--- src/rtl/nec_uart_fmt.sv ---
// nec_uart_fmt: turns NEC decoder command/repeat events into ASCII lines for a UART.
//   Data event   -> two hex digits of the command byte, CR, LF
//   Repeat event -> 'R', CR, LF
// A small FIFO queues events while a line is still being sent. Events that
// arrive when the FIFO is full are dropped, flagged and counted.
//
// Ports:
//   sys_clk       system clock
//   sys_rst       synchronous active-high reset
//   data_in       decoded command byte, valid while data_in_en is high
//   data_in_en    command-valid level (the rising edge is the event)
//   repeat_in_en  repeat-code level (the rising edge is the event)
//   tx_data       ASCII byte to the transmitter (registered)
//   tx_valid      tx_data valid (registered, held until tx_ready)
//   tx_ready      transmitter accepts tx_data this cycle
//   overflow      one-cycle pulse when an event is dropped
//   drop_cnt      saturating count of dropped events
module nec_uart_fmt #(
  parameter int unsigned FIFO_DEPTH = 4,
  parameter logic        HEX_UPPER  = 1'b1
) (
  input  logic       sys_clk,
  input  logic       sys_rst,
  input  logic [7:0] data_in,
  input  logic       data_in_en,
  input  logic       repeat_in_en,
  output logic [7:0] tx_data,
  output logic       tx_valid,
  input  logic       tx_ready,
  output logic       overflow,
  output logic [7:0] drop_cnt
);

  localparam int unsigned AW = $clog2(FIFO_DEPTH);

  typedef enum logic {S_IDLE, S_SEND} state_t;

  logic       r_de_d, r_re_d;
  logic       w_de_rise, w_re_rise, w_wr_req;
  logic [8:0] w_wr_entry;
  logic [8:0] r_mem [FIFO_DEPTH];
  logic [AW:0] r_wptr, r_rptr;
  logic       w_full, w_empty, w_pop, w_wr, w_drop;
  logic [8:0] w_head;

  state_t     r_state, w_state_nxt;
  logic [8:0] r_cur, w_cur_nxt;
  logic [1:0] r_idx, w_idx_nxt;
  logic [1:0] w_last;
  logic       r_tx_valid, w_tx_valid_nxt;
  logic [7:0] r_tx_data, w_tx_data_nxt;
  logic       r_overflow;
  logic [7:0] r_drop_cnt;

  function automatic logic [7:0] f_hex(input logic [3:0] n);
    if (n < 4'd10) f_hex = 8'h30 + {4'h0, n};
    else           f_hex = (HEX_UPPER ? 8'h41 : 8'h61) + {4'h0, n} - 8'd10;
  endfunction

  // Entry bit 8 = repeat flag, bits 7:0 = command code.
  function automatic logic [7:0] f_char(input logic [8:0] e, input logic [1:0] i);
    logic [7:0] c;
    c = '0;
    if (e[8]) begin
      case (i)
        2'd0:    c = 8'h52;
        2'd1:    c = 8'h0D;
        default: c = 8'h0A;
      endcase
    end else begin
      case (i)
        2'd0:    c = f_hex(e[7:4]);
        2'd1:    c = f_hex(e[3:0]);
        2'd2:    c = 8'h0D;
        default: c = 8'h0A;
      endcase
    end
    return c;
  endfunction

  // Edge detect; a data edge wins over a simultaneous repeat edge.
  assign w_de_rise  = data_in_en & ~r_de_d;
  assign w_re_rise  = repeat_in_en & ~r_re_d;
  assign w_wr_req   = w_de_rise | w_re_rise;
  assign w_wr_entry = w_de_rise ? {1'b0, data_in} : {1'b1, 8'h00};

  assign w_empty = (r_wptr == r_rptr);
  assign w_full  = (r_wptr[AW] != r_rptr[AW]) && (r_wptr[AW-1:0] == r_rptr[AW-1:0]);
  assign w_head  = r_mem[r_rptr[AW-1:0]];
  assign w_pop   = (r_state == S_IDLE) && !w_empty;
  // A pop in the same cycle frees the slot the write lands in.
  assign w_wr    = w_wr_req && (!w_full || w_pop);
  assign w_drop  = w_wr_req && w_full && !w_pop;

  always_ff @(posedge sys_clk) begin
    if (w_wr) r_mem[r_wptr[AW-1:0]] <= w_wr_entry;
  end

  always_ff @(posedge sys_clk) begin
    if (sys_rst) begin
      r_de_d     <= 1'b1;
      r_re_d     <= 1'b1;
      r_wptr     <= '0;
      r_rptr     <= '0;
      r_overflow <= 1'b0;
      r_drop_cnt <= '0;
    end else begin
      r_de_d     <= data_in_en;
      r_re_d     <= repeat_in_en;
      r_overflow <= w_drop;
      if (w_wr)  r_wptr <= r_wptr + 1'b1;
      if (w_pop) r_rptr <= r_rptr + 1'b1;
      if (w_drop && (r_drop_cnt != 8'hFF)) r_drop_cnt <= r_drop_cnt + 8'd1;
    end
  end

  always_ff @(posedge sys_clk) begin
    if (sys_rst) begin
      r_state    <= S_IDLE;
      r_cur      <= '0;
      r_idx      <= '0;
      r_tx_valid <= 1'b0;
      r_tx_data  <= '0;
    end else begin
      r_state    <= w_state_nxt;
      r_cur      <= w_cur_nxt;
      r_idx      <= w_idx_nxt;
      r_tx_valid <= w_tx_valid_nxt;
      r_tx_data  <= w_tx_data_nxt;
    end
  end

  assign w_last = r_cur[8] ? 2'd2 : 2'd3;

  // Outputs are computed one cycle ahead so tx_valid/tx_data come straight from flops.
  always_comb begin
    w_state_nxt    = r_state;
    w_cur_nxt      = r_cur;
    w_idx_nxt      = r_idx;
    w_tx_valid_nxt = r_tx_valid;
    w_tx_data_nxt  = r_tx_data;
    case (r_state)
      S_IDLE: begin
        w_tx_valid_nxt = 1'b0;
        if (w_pop) begin
          w_cur_nxt      = w_head;
          w_idx_nxt      = '0;
          w_state_nxt    = S_SEND;
          w_tx_valid_nxt = 1'b1;
          w_tx_data_nxt  = f_char(w_head, 2'd0);
        end
      end
      S_SEND: begin
        if (tx_ready) begin
          if (r_idx == w_last) begin
            w_state_nxt    = S_IDLE;
            w_tx_valid_nxt = 1'b0;
          end else begin
            w_idx_nxt     = r_idx + 2'd1;
            w_tx_data_nxt = f_char(r_cur, r_idx + 2'd1);
          end
        end
      end
      default: w_state_nxt = S_IDLE;
    endcase
  end

  assign tx_data  = r_tx_data;
  assign tx_valid = r_tx_valid;
  assign overflow = r_overflow;
  assign drop_cnt = r_drop_cnt;

endmodule

--- config.mk ---
export PLATFORM = sky130hd
export DESIGN_NAME = nec_uart_fmt
export DESIGN_NICKNAME = d
export VERILOG_FILES = /design/src/rtl/nec_uart_fmt.sv
export SDC_FILE = /design/constraint.sdc
export NUM_CORES = 1
export LEC_CHECK = 0
export BUFFER_PORTS_ARGS = -buffer_cell sky130_fd_sc_hd__buf_2
export CORE_MARGIN = 5
export CORE_UTILIZATION = 35
export CTS_BUF_LIST = sky130_fd_sc_hd__clkbuf_8
export DETAILED_ROUTE_END_ITERATION = 10
export GPL_TIMING_DRIVEN = 0
export PLACE_DENSITY_LB_ADDON = 0.3
export SLEW_MARGIN = 0
export SYNTH_ARGS = -nofsm -noshare
export SYNTH_HDL_FRONTEND = slang
export SYNTH_SLANG_ARGS = --single-unit
--- constraint.sdc ---
create_clock -name sys_clk -period 2.6 [get_ports sys_clk]
set_input_delay 0.39 -clock sys_clk [delete_from_list [all_inputs] [get_ports sys_clk]]
set_output_delay 0.39 -clock sys_clk [all_outputs]
set_load 0.01 [all_outputs]
* Word-level counts from Yosys, hierarchy flattened
Memory sizes are Yosys's and may differ from the RTL's. A register that Yosys moved wholly into a read port is not among the register bits.
Index checks and enable logic that the tools add are counted.
** Storage, ports and cells
- Bits in registers :: 38
- Memory bits (writable) :: 36
- Input port bits :: 13
- Output and inout port bits :: 18
- Word-level logic and storage cells :: 87
- Memories kept :: 1
** Cells by class
- $add $sub $neg :: 13
- Order comparisons :: 3
- Eq/ne operators :: 11
- Multiplexer cells :: 28
- Bitwise logic cells :: 6
- Reductions and logical operators :: 14
** Memory list
- r_mem :: words 4, width 9, rd ports 1, clocked after memory_dff 1, wr ports 1, RTL line 41 : logic [8:0] r_mem [FIFO_DEPTH];
** Operators with widths (count)
- 2-to-1 mux 8 bit :: 8
- adder 7 x 4 -> 8 bit, first input constant :: 3
- case mux 8 bit (3 select lines) :: 1
- subtractor 8 x 4 -> 8 bit, second input constant :: 3
- adder 6 x 4 -> 7 bit, first input constant :: 3
- case mux 8 bit (2 select lines) :: 1
- case mux 7 bit (2 select lines) :: 1
- < comparator 4 bit, second input constant :: 3
- 2-to-1 mux 2 bit :: 5
- 2-to-1 mux 9 bit :: 1
- adder 8 x 1 -> 8 bit, second input constant :: 1
- 2-to-1 mux 1 bit :: 8
- inequality test 8 bit, second input constant :: 1
- adder 3 x 1 -> 3 bit, second input constant :: 2
- logical AND 1 bit :: 6
- inequality test 2 bit, second input constant :: 3
- == test 2 bit :: 2
- case mux 1 bit (2 select lines) :: 2
- case mux 2 bit (2 select lines) :: 1
- AND reduction 2 bit :: 2
- == test 3 bit :: 1
- zero test 1 bit :: 3
- inverter 1 bit :: 3
- AND reduction 3 bit :: 1
- 9 further kinds :: 10

* Logic depth before layout (Yosys ltp)
- Depth in word-level cells :: 8
- Mapped depth :: 9
- Depth with buffers taken out :: 8

* Worst setup path before layout
OpenSTA, ideal clock, no wires.
- Path type :: register -> register
- Start point :: register (tool-made name)
- End point :: register r_tx_data[1] (netlist: tx_data[1])
- Setup time :: 0.068 ns
- Arrival time :: 1.931 ns
- Data required time :: 2.532 ns
- Path slack :: 0.602 ns
- Stages on the path, launching flop included :: 8
- Buffers on the path :: 1
- Period minus slack after synthesis :: 1.998 ns
- Cell sequence :: dfxtp_1 -> buf_6 -> mux4_1 -> inv_1 -> ha_1 -> a21o_1 -> a221o_1 -> a21oi_2
** RTL lines
- end signal, assigned :: RTL line 129 : r_tx_data <= w_tx_data_nxt;
- end, declared :: RTL line 51 : logic [7:0] r_tx_data, w_tx_data_nxt;

* Worst setup path after layout
- Start point :: register r_de_d
- End point :: memory r_mem[0][7] (enable)
** Between the ends
- Longest elaborated chain between the ends :: 6
** RTL lines
- start, declared :: RTL line 38 : logic r_de_d, r_re_d;
- start signal, assigned :: RTL line 108 : r_de_d <= data_in_en;
- inverter 1 bit :: RTL line 82 : assign w_de_rise = data_in_en & ~r_de_d;
- AND 1 bit :: RTL line 82
- bitwise OR 1 bit :: RTL line 84 : assign w_wr_req = w_de_rise | w_re_rise;
- logical AND 1 bit :: RTL line 92 : assign w_wr = w_wr_req && (!w_full || w_pop);
- 2-to-1 mux 1 bit :: RTL line 96 : if (w_wr) r_mem[r_wptr[AW-1:0]] <= w_wr_entry;
- 2-to-1 mux 1 bit (not written as such) :: RTL line 96
- end, declared :: RTL line 41
No other way between the ends.

==> impl_metrics.yaml <==
timing:
  slew_viol_final: 0
  worstMarginPinSlew_ns: 0.532
  fmax_mhz: 445
  rsz0062_at_grt: "false"
  setup_viol: 0
  slew_headroom_pct: 64.6
  setup_slack_ns: 0.353
  period_minus_slack_ns: 2.25
  finClkSkew_ns: 0.00678
  finalHoldViolCount: 0
  period_share_pct: 86.4
  setup_tns_ns: 0
worst_setup_path:
  critPathArrivalTime_ns: 2.25
  crit_type: "register to register"
  reg2reg_depth: 5
  end_kind: "register"
  startpoint_type: "register"
  crit_required_ns: 2.60
  worstPathMaxFanout: 10
detailed_routing:
  drt_iter0_drc: 97
  avgRoutedWirePerCell_um: 14.0
  ant_nets: 0
  drc: 0
  drtPass1Iterations: 4
  num_vias: 2310
  viasPerCell: 4.80
  postRouteWirelength_um: 6730
clock_network:
  cts.path.max_buffers: 2
  cts_max_level: 3
  cts_tree: "built"
  clockRootBuffer: "clkbuf_8"
  hold_buffers: 0
  cts.sinks: 75
  clk_latency_ns: 0.35
  cts_made_buffers: 9
  clk_pin_slew_ns: 0.08
global_route:
  antenna_found_initial: 0
  grt_max_degree: 16
  track_usage_pct: 12.5
  first_global_vias: 2310
  grt-ovfl-total: 0
  grt_pass1_wl_um: 11500
finish:
  final_cell_count_no_fill: 481
  stdcell_area_um2: 3970
  nets: 371
  syn_to_final_growth_pct: 14.1
  drive_gt1_share_pct: 17.5
  antenna_cells: 0
  nFillCells: 993
floorplan:
  start_util_pct: 35.7
  die_area_um2: 12000
  io_pins: 31
  coreArea_um2: 9730
  core.rowCount: 36
  die_y_um: 110
  die_x_um: 110
placed_design:
  post-place-ws_ns: -0.0112
  dp.cells: 465
  portBuffers: 28
  place_area_um2: 3780
  hpwl_um: 4820
  gp_congestion: 0.829
synth:
  synthesis.area_um2: 3480
  ys.flop_type: "dfxtp_1"
  ys_ff_latch: 75
  ys_types: 49
  synth_nets: 332
  synth_edf_count: 36
  postSynthCellCount: 304
  syn_area_per_cell_um2: 11.4
  yosys_warnings: 0
  async_flop_share_pct: 0
  synth_seq_area_share_pct: 53.6
power:
  ir_drop_v: 0.000382
  p_total_mw: 3.49
  leakage_nw: 1.51
  p_per_area_nw_per_um2: 881
hold_path:
  hold_class: "input port to register"
  hold_path_depth: 2
flow_run:
  cap_violations: 0
run_status:
  status: "complete, no violations"
-- per-layer routing --
layer / GRT usage (%) / vias up / share of wire, %
li1: - / 1164 / -
met5: 0 / - / 0
met4: 3.47 / 0 / 1.3
met1: 16.3 / 1087 / 47
met2: 19.8 / 46 / 47
met3: 3.99 / 13 / 4.6
-- layout make-up --
class / count / area [um^2] / share of cell area (%)
flip-flops and latches: 75 / 1860 / 47.0
multi-input cells: 205 / 1510 / 38.1
well taps: 133 / 166 / 4.20
repair buffers: 28 / 140 / 3.53
clock buffers: 9 / 124 / 3.12
plain buffers: 12 / 61.3 / 1.55
clock inverters: 7 / 57.6 / 1.45
inverters: 12 / 45.0 / 1.14
-- repair_timing --
action / 4_1_cts / 5_1_grt
buffers inserted: 0 / 0
resized for setup: 0 / 1
endpoints found under the hold margin: 0 / 0
setup endpoints to repair: 0 / 1
-- per-stage QoR --
| step | utilization, % | hold WS (ns) |
|---|---|---|
| 2_1_floorplan | - | 0.481 |
| 3_3_place_gp | 38.9 | 0.443 |
| 3_5_place_dp | 38.9 | 0.450 |
| 4_1_cts | 40.7 | 0.219 |
| 5_1_grt | 40.8 | 0.221 |
| 6_report | 40.8 | 0.234 |
-- synth_stat cells (all sizes together), types with 3 or more instances --
master   n  share of area, %
a21boi   3              0.65
a21oi   10               1.5
and2    12               2.2
and3     3              0.54
buf      5              0.97
clkbuf   7              0.79
dfxtp   39                22
edfxtp  36                31
ha      15               5.4
inv     12               1.3
mux2i   12               3.5
mux4     9               6.5
nand2   22               2.4
nand3   10               1.4
nand4    3              0.54
nor2    40               4.6
nor2b    5              0.90
nor3     5              0.86
o21ai   10               1.4
or2      3              0.54
xnor2   10               2.5
xor2     8               2.0
-- cell families after synthesis --
family	count (synthesis)	share of synthesized area, %
compound gates	40	7.67
xor+xnor	18	4.54
fa+ha+maj	15	5.40
buf+inv	24	3.06
flops	75	53.6
mux	21	9.94
other cells	1	0.108
simple gates	110	15.7
-- path summary, 6_finish.rpt --
kind                            startpoint          end  slack (ns)
worst max register to register      r_de_d  r_mem[0][7]        0.35
worst max-delay path                r_de_d  r_mem[0][7]        0.35
worst min-delay path            data_in_en       r_de_d        0.23
worst min register to register  tx_data[6]   tx_data[6]        0.46
-- cell usage in the layout, fill, tap and decap left out, drive strengths merged, types with 2 or more instances in the layout --
master    n
nand2    22
nor4      2
edfxtp   36
a221o     2
ha       15
a31oi     2
buf      33
mux4      9
xnor2    10
nand4     3
dfxtp    39
nand3    10
xor2      8
or2       3
nor2b     5
and4b     2
a21boi    3
a22o      2
inv      16
and3      3
a2bb2oi   2
clkinv    2
mux2i    12
and2     12
a21oi    10
o21ai    10
a211oi    2
nor3      5
nor2     40
clkbuf   16
-- flip-flops by register name, indices dropped and copies added, names as in the netlist, named ones only --
signal and flops:
drop_cnt 8, overflow 1, r_cur 9, r_de_d 1, r_idx 2, r_mem 36
r_re_d 1, r_rptr 3, r_state 1, r_wptr 3, tx_data 7, tx_valid 1
-- critical path, stage by stage, from the launching register on --
cell and delay (ns):
dfxtp_1 0.30, nor2b_1 0.09, clkbuf_1 0.40, a21oi_1 0.20, nor2b_1 0.40, and2_1 0.49
-- where the power goes --
part           switching [mW]  leakage [nW]  internal, mW
clock                   0.468        0.0902         0.361
combinational           0.645         0.773         0.513
sequential              0.129         0.650          1.37
total                    1.24          1.51          2.25
No activity file was read; power rests on OpenSTA's default activity.
